<file path="config.mk">
export PLATFORM = sky130hd
export DESIGN_NAME = seq_divider
export DESIGN_NICKNAME = d
export VERILOG_FILES = /design/src/rtl/seq_divider.sv
export SDC_FILE = /design/constraint.sdc
export NUM_CORES = 1
export LEC_CHECK = 0
export BUFFER_PORTS_ARGS = -buffer_cell sky130_fd_sc_hd__clkbuf_2
export CAP_MARGIN = 20
export CELL_PAD_IN_SITES_DETAIL_PLACEMENT = 0
export CELL_PAD_IN_SITES_GLOBAL_PLACEMENT = 1
export CORE_MARGIN = 5
export CORE_UTILIZATION = 44
export DETAILED_ROUTE_END_ITERATION = 10
export MAX_ROUTING_LAYER = met4
export PLACE_DENSITY_LB_ADDON = 0.08
export SLEW_MARGIN = 20
export SYNTH_ARGS = -nofsm -noshare
export SYNTH_HDL_FRONTEND = slang
export SYNTH_SLANG_ARGS = --single-unit
export TNS_END_PERCENT = 20
</file>
<file path="constraint.sdc">
create_clock -name clk -period 4.4 [get_ports clk]
set_input_delay 0.88 -clock clk [delete_from_list [all_inputs] [get_ports clk]]
set_output_delay 0.88 -clock clk [all_outputs]
set_load 0.005 [all_outputs]
</file>
<file path="src/rtl/seq_divider.sv">
// Multi-cycle restoring divider (UDIV/SDIV), one quotient bit per clock.
// Optional build macro DIV_EARLY_OUT_EN: skip iterations when |divisor| > |dividend|.
module seq_divider #(
    parameter int WIDTH = 64,
    parameter int CNT_W = 7
) (
    input  logic             clk,
    input  logic             reset,
    input  logic             start,
    input  logic             is_signed,
    input  logic [WIDTH-1:0] dividend,
    input  logic [WIDTH-1:0] divisor,
    output logic             busy,
    output logic             done,
    output logic [WIDTH-1:0] quotient,
    output logic [WIDTH-1:0] remainder,
    output logic             div_by_zero
);
    typedef enum logic [1:0] {IDLE, RUN, FIN} state_t;

    state_t           state_q;
    logic             busy_q, done_q, dbz_q, dbz_pend_q, q_neg_q, r_neg_q;
    logic [CNT_W-1:0] cnt_q;
    logic [WIDTH-1:0] acc_q, prem_q, dsr_q, quot_q, rem_q;

    logic             dvd_neg, dsr_neg, skip_run;
    logic [WIDTH-1:0] dvd_mag, dsr_mag, prem_d, acc_d;
    logic [WIDTH:0]   shift_d, diff_d;

    assign dvd_neg = is_signed & dividend[WIDTH-1];
    assign dsr_neg = is_signed & divisor[WIDTH-1];
    assign dvd_mag = dvd_neg ? -dividend : dividend;
    assign dsr_mag = dsr_neg ? -divisor : divisor;

`ifdef DIV_EARLY_OUT_EN
    assign skip_run = (divisor == '0) || (dsr_mag > dvd_mag);
`else
    assign skip_run = (divisor == '0);
`endif

    // Partial remainder is always below the divisor, so the WIDTH+1-bit
    // difference MSB is a reliable borrow flag.
    always_comb begin
        shift_d = {prem_q, acc_q[WIDTH-1]};
        diff_d  = shift_d - {1'b0, dsr_q};
        prem_d  = diff_d[WIDTH] ? shift_d[WIDTH-1:0] : diff_d[WIDTH-1:0];
        acc_d   = {acc_q[WIDTH-2:0], ~diff_d[WIDTH]};
    end

    always_ff @(posedge clk) begin
        if (reset) begin
            state_q    <= IDLE;
            busy_q     <= 1'b0;
            done_q     <= 1'b0;
            dbz_q      <= 1'b0;
            dbz_pend_q <= 1'b0;
            q_neg_q    <= 1'b0;
            r_neg_q    <= 1'b0;
            cnt_q      <= '0;
            acc_q      <= '0;
            prem_q     <= '0;
            dsr_q      <= '0;
            quot_q     <= '0;
            rem_q      <= '0;
        end else begin
            done_q <= 1'b0;
            case (state_q)
                IDLE: begin
                    if (start) begin
                        busy_q     <= 1'b1;
                        dbz_q      <= 1'b0;
                        dbz_pend_q <= (divisor == '0);
                        cnt_q      <= CNT_W'(WIDTH);
                        dsr_q      <= dsr_mag;
                        // Skipped ops finish with quotient 0, remainder = raw dividend.
                        prem_q     <= skip_run ? dividend : '0;
                        acc_q      <= skip_run ? '0 : dvd_mag;
                        q_neg_q    <= skip_run ? 1'b0 : (dvd_neg ^ dsr_neg);
                        r_neg_q    <= skip_run ? 1'b0 : dvd_neg;
                        state_q    <= skip_run ? FIN : RUN;
                    end
                end
                RUN: begin
                    prem_q <= prem_d;
                    acc_q  <= acc_d;
                    cnt_q  <= cnt_q - CNT_W'(1);
                    if (cnt_q == CNT_W'(1))
                        state_q <= FIN;
                end
                FIN: begin
                    quot_q  <= q_neg_q ? -acc_q : acc_q;
                    rem_q   <= r_neg_q ? -prem_q : prem_q;
                    dbz_q   <= dbz_pend_q;
                    done_q  <= 1'b1;
                    busy_q  <= 1'b0;
                    state_q <= IDLE;
                end
                default: state_q <= IDLE;
            endcase
        end
    end

    assign busy        = busy_q;
    assign done        = done_q;
    assign quotient    = quot_q;
    assign remainder   = rem_q;
    assign div_by_zero = dbz_q;
endmodule
</file>
# Word-level counts from Yosys, hierarchy flattened
# Cells that the tools add are included.
[totals]
inputBits = 132
regBits = 335
mem_bits_ro = 0
ramBits = 0
latchBits = 0
mem_count = 0
[classes]
eq_ne = 5
mux = 24
div = 0
n_shift = 0
n_lt_le_gt_ge = 0
n_reduce_logical = 8
multipliers = 0
addsub = 6
bitwise = 4
[ops]
columns = ["cell", "n"]
rows = [
  ["$mux W64", 9],
  ["$neg A64 Y64", 4],
  ["$pmux W64 S2", 2],
  ["$sub A65 B64 Y65", 1],
  ["$logic_not A64 Y1", 1],
  ["$pmux W7 S2", 1],
  ["$reduce_and A2 Y1", 4],
  ["$eq A7 B1 Y1 const B", 1],
  ["$mux W7", 1],
  ["$sub A7 B1 Y7 const B", 1],
  ["$mux W2", 3],
  ["$mux W1", 5],
  ["$ne A2 B2 Y1 const B", 2],
  ["$pmux W1 S2", 2],
  ["$pmux W2 S2", 1],
  ["$reduce_bool A2 Y1", 2],
  ["$and A1 B1 Y1", 2],
  ["$eq A2 B1 Y1 const B", 1],
  ["$eq A2 B2 Y1 const B", 1],
  ["$logic_not A2 Y1", 1],
  ["$not A1 Y1", 1],
  ["$xor A1 B1 Y1", 1],
]

# Logic depth before layout (Yosys ltp)
[logic_depth]
word_depth = 5
depth_mapped = 16
ltp_nobuf = 14

# Worst setup path before layout
# OpenSTA, ideal clock, no wires.
[synth_timing]
kind = "register to register"
start = "reg acc_q[63]"
end = "reg prem_q[37]"
t_required_ns = 4.266
stages_incl_launch_ff = 16
setup_ns = 0.134
slack_ns = 0.486
arrival_time_ns = 3.780
path_buffers = 2
cell_sequence = "dfxtp_1 -> inv_1 -> ha_1 -> fa_1 -> nand2b_1 -> a21o_1 -> a211o_1 -> a2111o_1 -> a21oi_1 -> nand4_1 -> and3_1 -> xor2_1 -> clkbuf_1 -> clkbuf_1 -> mux2i_1 -> o22ai_1"
[synth_between]
elab_chain_len = 3
[synth_lines]
columns = ["item", "line_no", "rtl"]
rows = [
  ["start: declaration", "24", "logic [WIDTH-1:0] acc_q, prem_q, dsr_q, quot_q, rem_q;"],
  ["start signal: assignment", "77", "acc_q <= skip_run ? '0 : dvd_mag;"],
  ["$sub A65 B64 Y65", "45", "diff_d = shift_d - {1'b0, dsr_q};"],
  ["$mux W64", "46", "prem_d = diff_d[WIDTH] ? shift_d[WIDTH-1:0] : diff_d[WIDTH-1:0];"],
  ["$pmux W64 S2", "67", "case (state_q)"],
  ["end signal: assignment", "76", "prem_q <= skip_run ? dividend : '0;"],
  ["end signal: assignment", "84", "prem_q <= prem_d;"],
  ["end: declaration", "24", ""],
]
# Every way passes these cells.
# A chain may end at the register's enable or synchronous reset.

# Worst setup path after layout
[layout_timing]
start = "reg acc_q[63]"
end = "reg prem_q[51]"
# Same word-level chain as after synthesis.

==> flow_metrics.tcl <==
set metrics [dict create \
    cap_viol_max_count 0 \
    synth_largest_type_area_fraction 0.301 \
    cts_made_buffers 39 \
    vias_per_cell 5.80 \
    yosys.cell_count.top_type "sky130_fd_sc_hd__nor2_1" \
    share_of_post_route_cells_with_drive_strength_above_1 0.143 \
    timing.hold.worst.start "dsr_q[63]" \
    syn_avg_cell_area_sq_um 7.58 \
    static-leakage-power_uw 0.0101 \
    ys_types 78 \
    global_route.overflow_total 0 \
    design_area_final_sq_um 25700 \
    worst_setup_hold_path_clk_slew_ns 0.06 \
    largest_net_degree_at_the_start_of_global_routing 184 \
    arr_time_crit_path_ns 4.63 \
    num_rows 82 \
    grt_use_total 0.272 \
    worst_ep_required_time_ns 4.84 \
    critical_path_peak_fanout 23 \
    first_global_vias 20800 \
    syn2layout_area_growth_pct 15.6 \
    syn_inst 2935 \
    synth_sequential_area_ratio 0.301 \
    layout_min_cycle_time_ns 4.19 \
    grt_first_pass_wirelength_mm 120 \
    clock_tree_from_tritoncts "yes" \
    tightest_slew_ns 1.05 \
    post_synth_most_frequent_cells "sky130_fd_sc_hd__nor2_1, sky130_fd_sc_hd__dfxtp_1, sky130_fd_sc_hd__a21oi_1, sky130_fd_sc_hd__nand2_1, sky130_fd_sc_hd__clkbuf_1" \
    nets 3301 \
    netlist_area_sq_um 22200 \
    clk-insertion-delay-late_ns 0.57 \
    yosysWarnings 0 \
    worst_reg2reg_path_startpoint "acc_q[63]" \
    critical_path.cell_chain "inv_1, ha_1, fa_1, nand2b_1, a21o_1, a211o_1, a2111o_1, a21oi_1, nand4_1, and3_1, xor2_4, buf_12, buf_4, buf_4, a221oi_1, a21oi_1" \
    first_iter_violations 1690 \
    die_w_um 235 \
    outcome "finished clean" \
    cts_hold_buffers 0 \
    vias 22000 \
    hold_viol 0 \
    period_share 0.952 \
    timing.final.max_slew_violations 0 \
    numClockSinks 335 \
    die_height_um 235 \
    cp-end-kind "flip-flop" \
    design.die.area_sq_um 55100 \
    drtAntennaViolNets 0 \
    clock_tree.buffer_depth 3 \
    grt_antenna_before_repair 5 \
    max_stage_delay_ns 0.48 \
    ys_ff_latch 335 \
    worst_ir_drop_vdd_v 0.000528 \
    yosysTopAreaCell "sky130_fd_sc_hd__dfxtp_1" \
    dpl_cell_area_sq_um 24300 \
    timing.hold.ws_ns 0.448 \
    max_freq_ghz 0.239 \
    finalWeightedCongestion 0.952 \
    finalSetupViolations 0 \
    buffer_ports.inserted 262 \
    final_skew_ns 0.0278 \
    setup.worst_path.start "acc_q[63]" \
    synth_flop_cell "sky130_fd_sc_hd__dfxtp_1" \
    totalWireLength_mm 77.2 \
    start_kind "flip-flop" \
    ioPinCount 263 \
    core_sq_um 50100 \
    routed_wire_length_per_instance_um 20.3 \
    synth_nets 3138 \
    holdCritPathClass "reg -> reg" \
    critical_path_class "reg -> reg" \
    number_of_enable_flip_flop_cells_after_synthesis 0 \
    max-slew-margin-rel 0.297 \
    asyncSetResetFlopFracSynth 0 \
    setup_total_negative_slack_ns 0 \
    worst_path_max_delay_cell "sky130_fd_sc_hd__a2111o_1" \
    root_buffer "sky130_fd_sc_hd__clkbuf_16" \
    drc_violations_left 0 \
    initial_utilization 0.444 \
    post_synth_main_area_contributors "sky130_fd_sc_hd__dfxtp_1, sky130_fd_sc_hd__xor2_1, sky130_fd_sc_hd__nor2_1" \
    cts_max_level 2 \
    final.fill_count 5009 \
    power-per-cell-area_nw_per_um2 629 \
    drt_pass1_iterations 5 \
    dp_hpwl_mm 59.9 \
]
## cell type report
class,count,area [sq um],area share
timing repair buffer,328,1950,0.0757
antenna,5,12.5,0.000487
multi-input combinational,2287,14400,0.561
tap,672,841,0.0327
clock buffer,54,1130,0.0441
clock inverter,15,229,0.00891
sequential,335,6710,0.261
inverter,107,402,0.0156
## repair_timing
action | CTS | global route
setup endpoints to repair | 0 | 16
buffers inserted | 0 | 4
resized for setup | 0 | 4
## kinds of logic (layout without fill, tap and decap cells)
logic type      count (synthesis)  count (layout)  share of synthesized area
compound gates                891             891                      0.267
xor+xnor                      300             300                      0.118
fa+ha+maj                      71              71                     0.0403
buf+inv                       313             504                     0.0529
flops                         335             335                      0.301
mux                            17              17                    0.00799
other cells                     0               5                          0
simple gates                 1008            1008                      0.213
## layout by cell type, fill, tap and decap left out, drive strengths merged, types with 8 or more instances in the layout
cell type and instances:
nand3 31, o22ai 47, a221oi 69, nor2 403
a211oi 158, mux2i 11, nand4 27, or4 24
ha 70, nor3 133, o41ai 26, and2 12
xnor2 108, nor4 27, inv 108, nor2b 13
nand2b 26, o21bai 15, o31ai 54, o21ai 125
buf 67, and3 16, nand2 214, or3 44
dfxtp 335, a21o 35, clkinv 8, a31oi 24
or2 16, clkbuf 315, a21oi 236, a22oi 47
xor2 192
## stage by stage
stage	setup WS [ns]	cells	utilization	total power, uW
final	0.209	3803	0.513	16200
after global placement	0.164	3725	0.485	12400
after CTS	0.0558	3794	0.512	16000
after floorplan	0.486	2935	-	10000
after detailed placement	0.0884	3725	0.485	12500
after global routing	-0.0102	3803	0.513	17300
## sequential cells by signal, summed over array words and instances, names as in the netlist
register	flops
acc_q	64
busy	1
cnt_q	7
dbz_pend_q	1
div_by_zero	1
done	1
dsr_q	64
prem_q	64
q_neg_q	1
quotient	64
r_neg_q	1
remainder	64
state_q	2
## worst paths after layout
kind | cells past startpoint | slack (ns) | end
min | 2 | 0.45 | dsr_q[63]
max | 16 | 0.21 | prem_q[51]
min reg2reg | 2 | 0.45 | dsr_q[63]
max reg2reg | 16 | 0.21 | prem_q[51]
## report_power, final
part / switching (uW) / internal, uW / total (uW)
Clock: 1360 / 2100 / 3450
Sequential: 670 / 3420 / 4090
Combinational: 5130 / 3490 / 8620
Total: 7160 / 9010 / 16200
## worst max-delay path, delay by kind of cell, from the launching register on
family                   cells  cell delay (ns)
AO/OA/AOI/OAI                6             1.59
buffers and inverters        4             0.69
adder cells (fa/ha/maj)      2             0.67
AND/OR/NAND/NOR              3             0.57
flip-flops                   1             0.34
XOR/XNOR                     1             0.18
## routing by layer
metal | part of all wire | track usage | vias to the layer above | wire [um]
met1 | 0.49 | 0.396 | 10300 | 38000
met4 | 0.025 | 0.0717 | 0 | 1930
li1 | - | - | 11000 | -
met2 | 0.43 | 0.400 | 677 | 33000
met3 | 0.055 | 0.0355 | 106 | 4260
met5 | 0 | - | - | 0
Power figures use the tool's default switching activity.
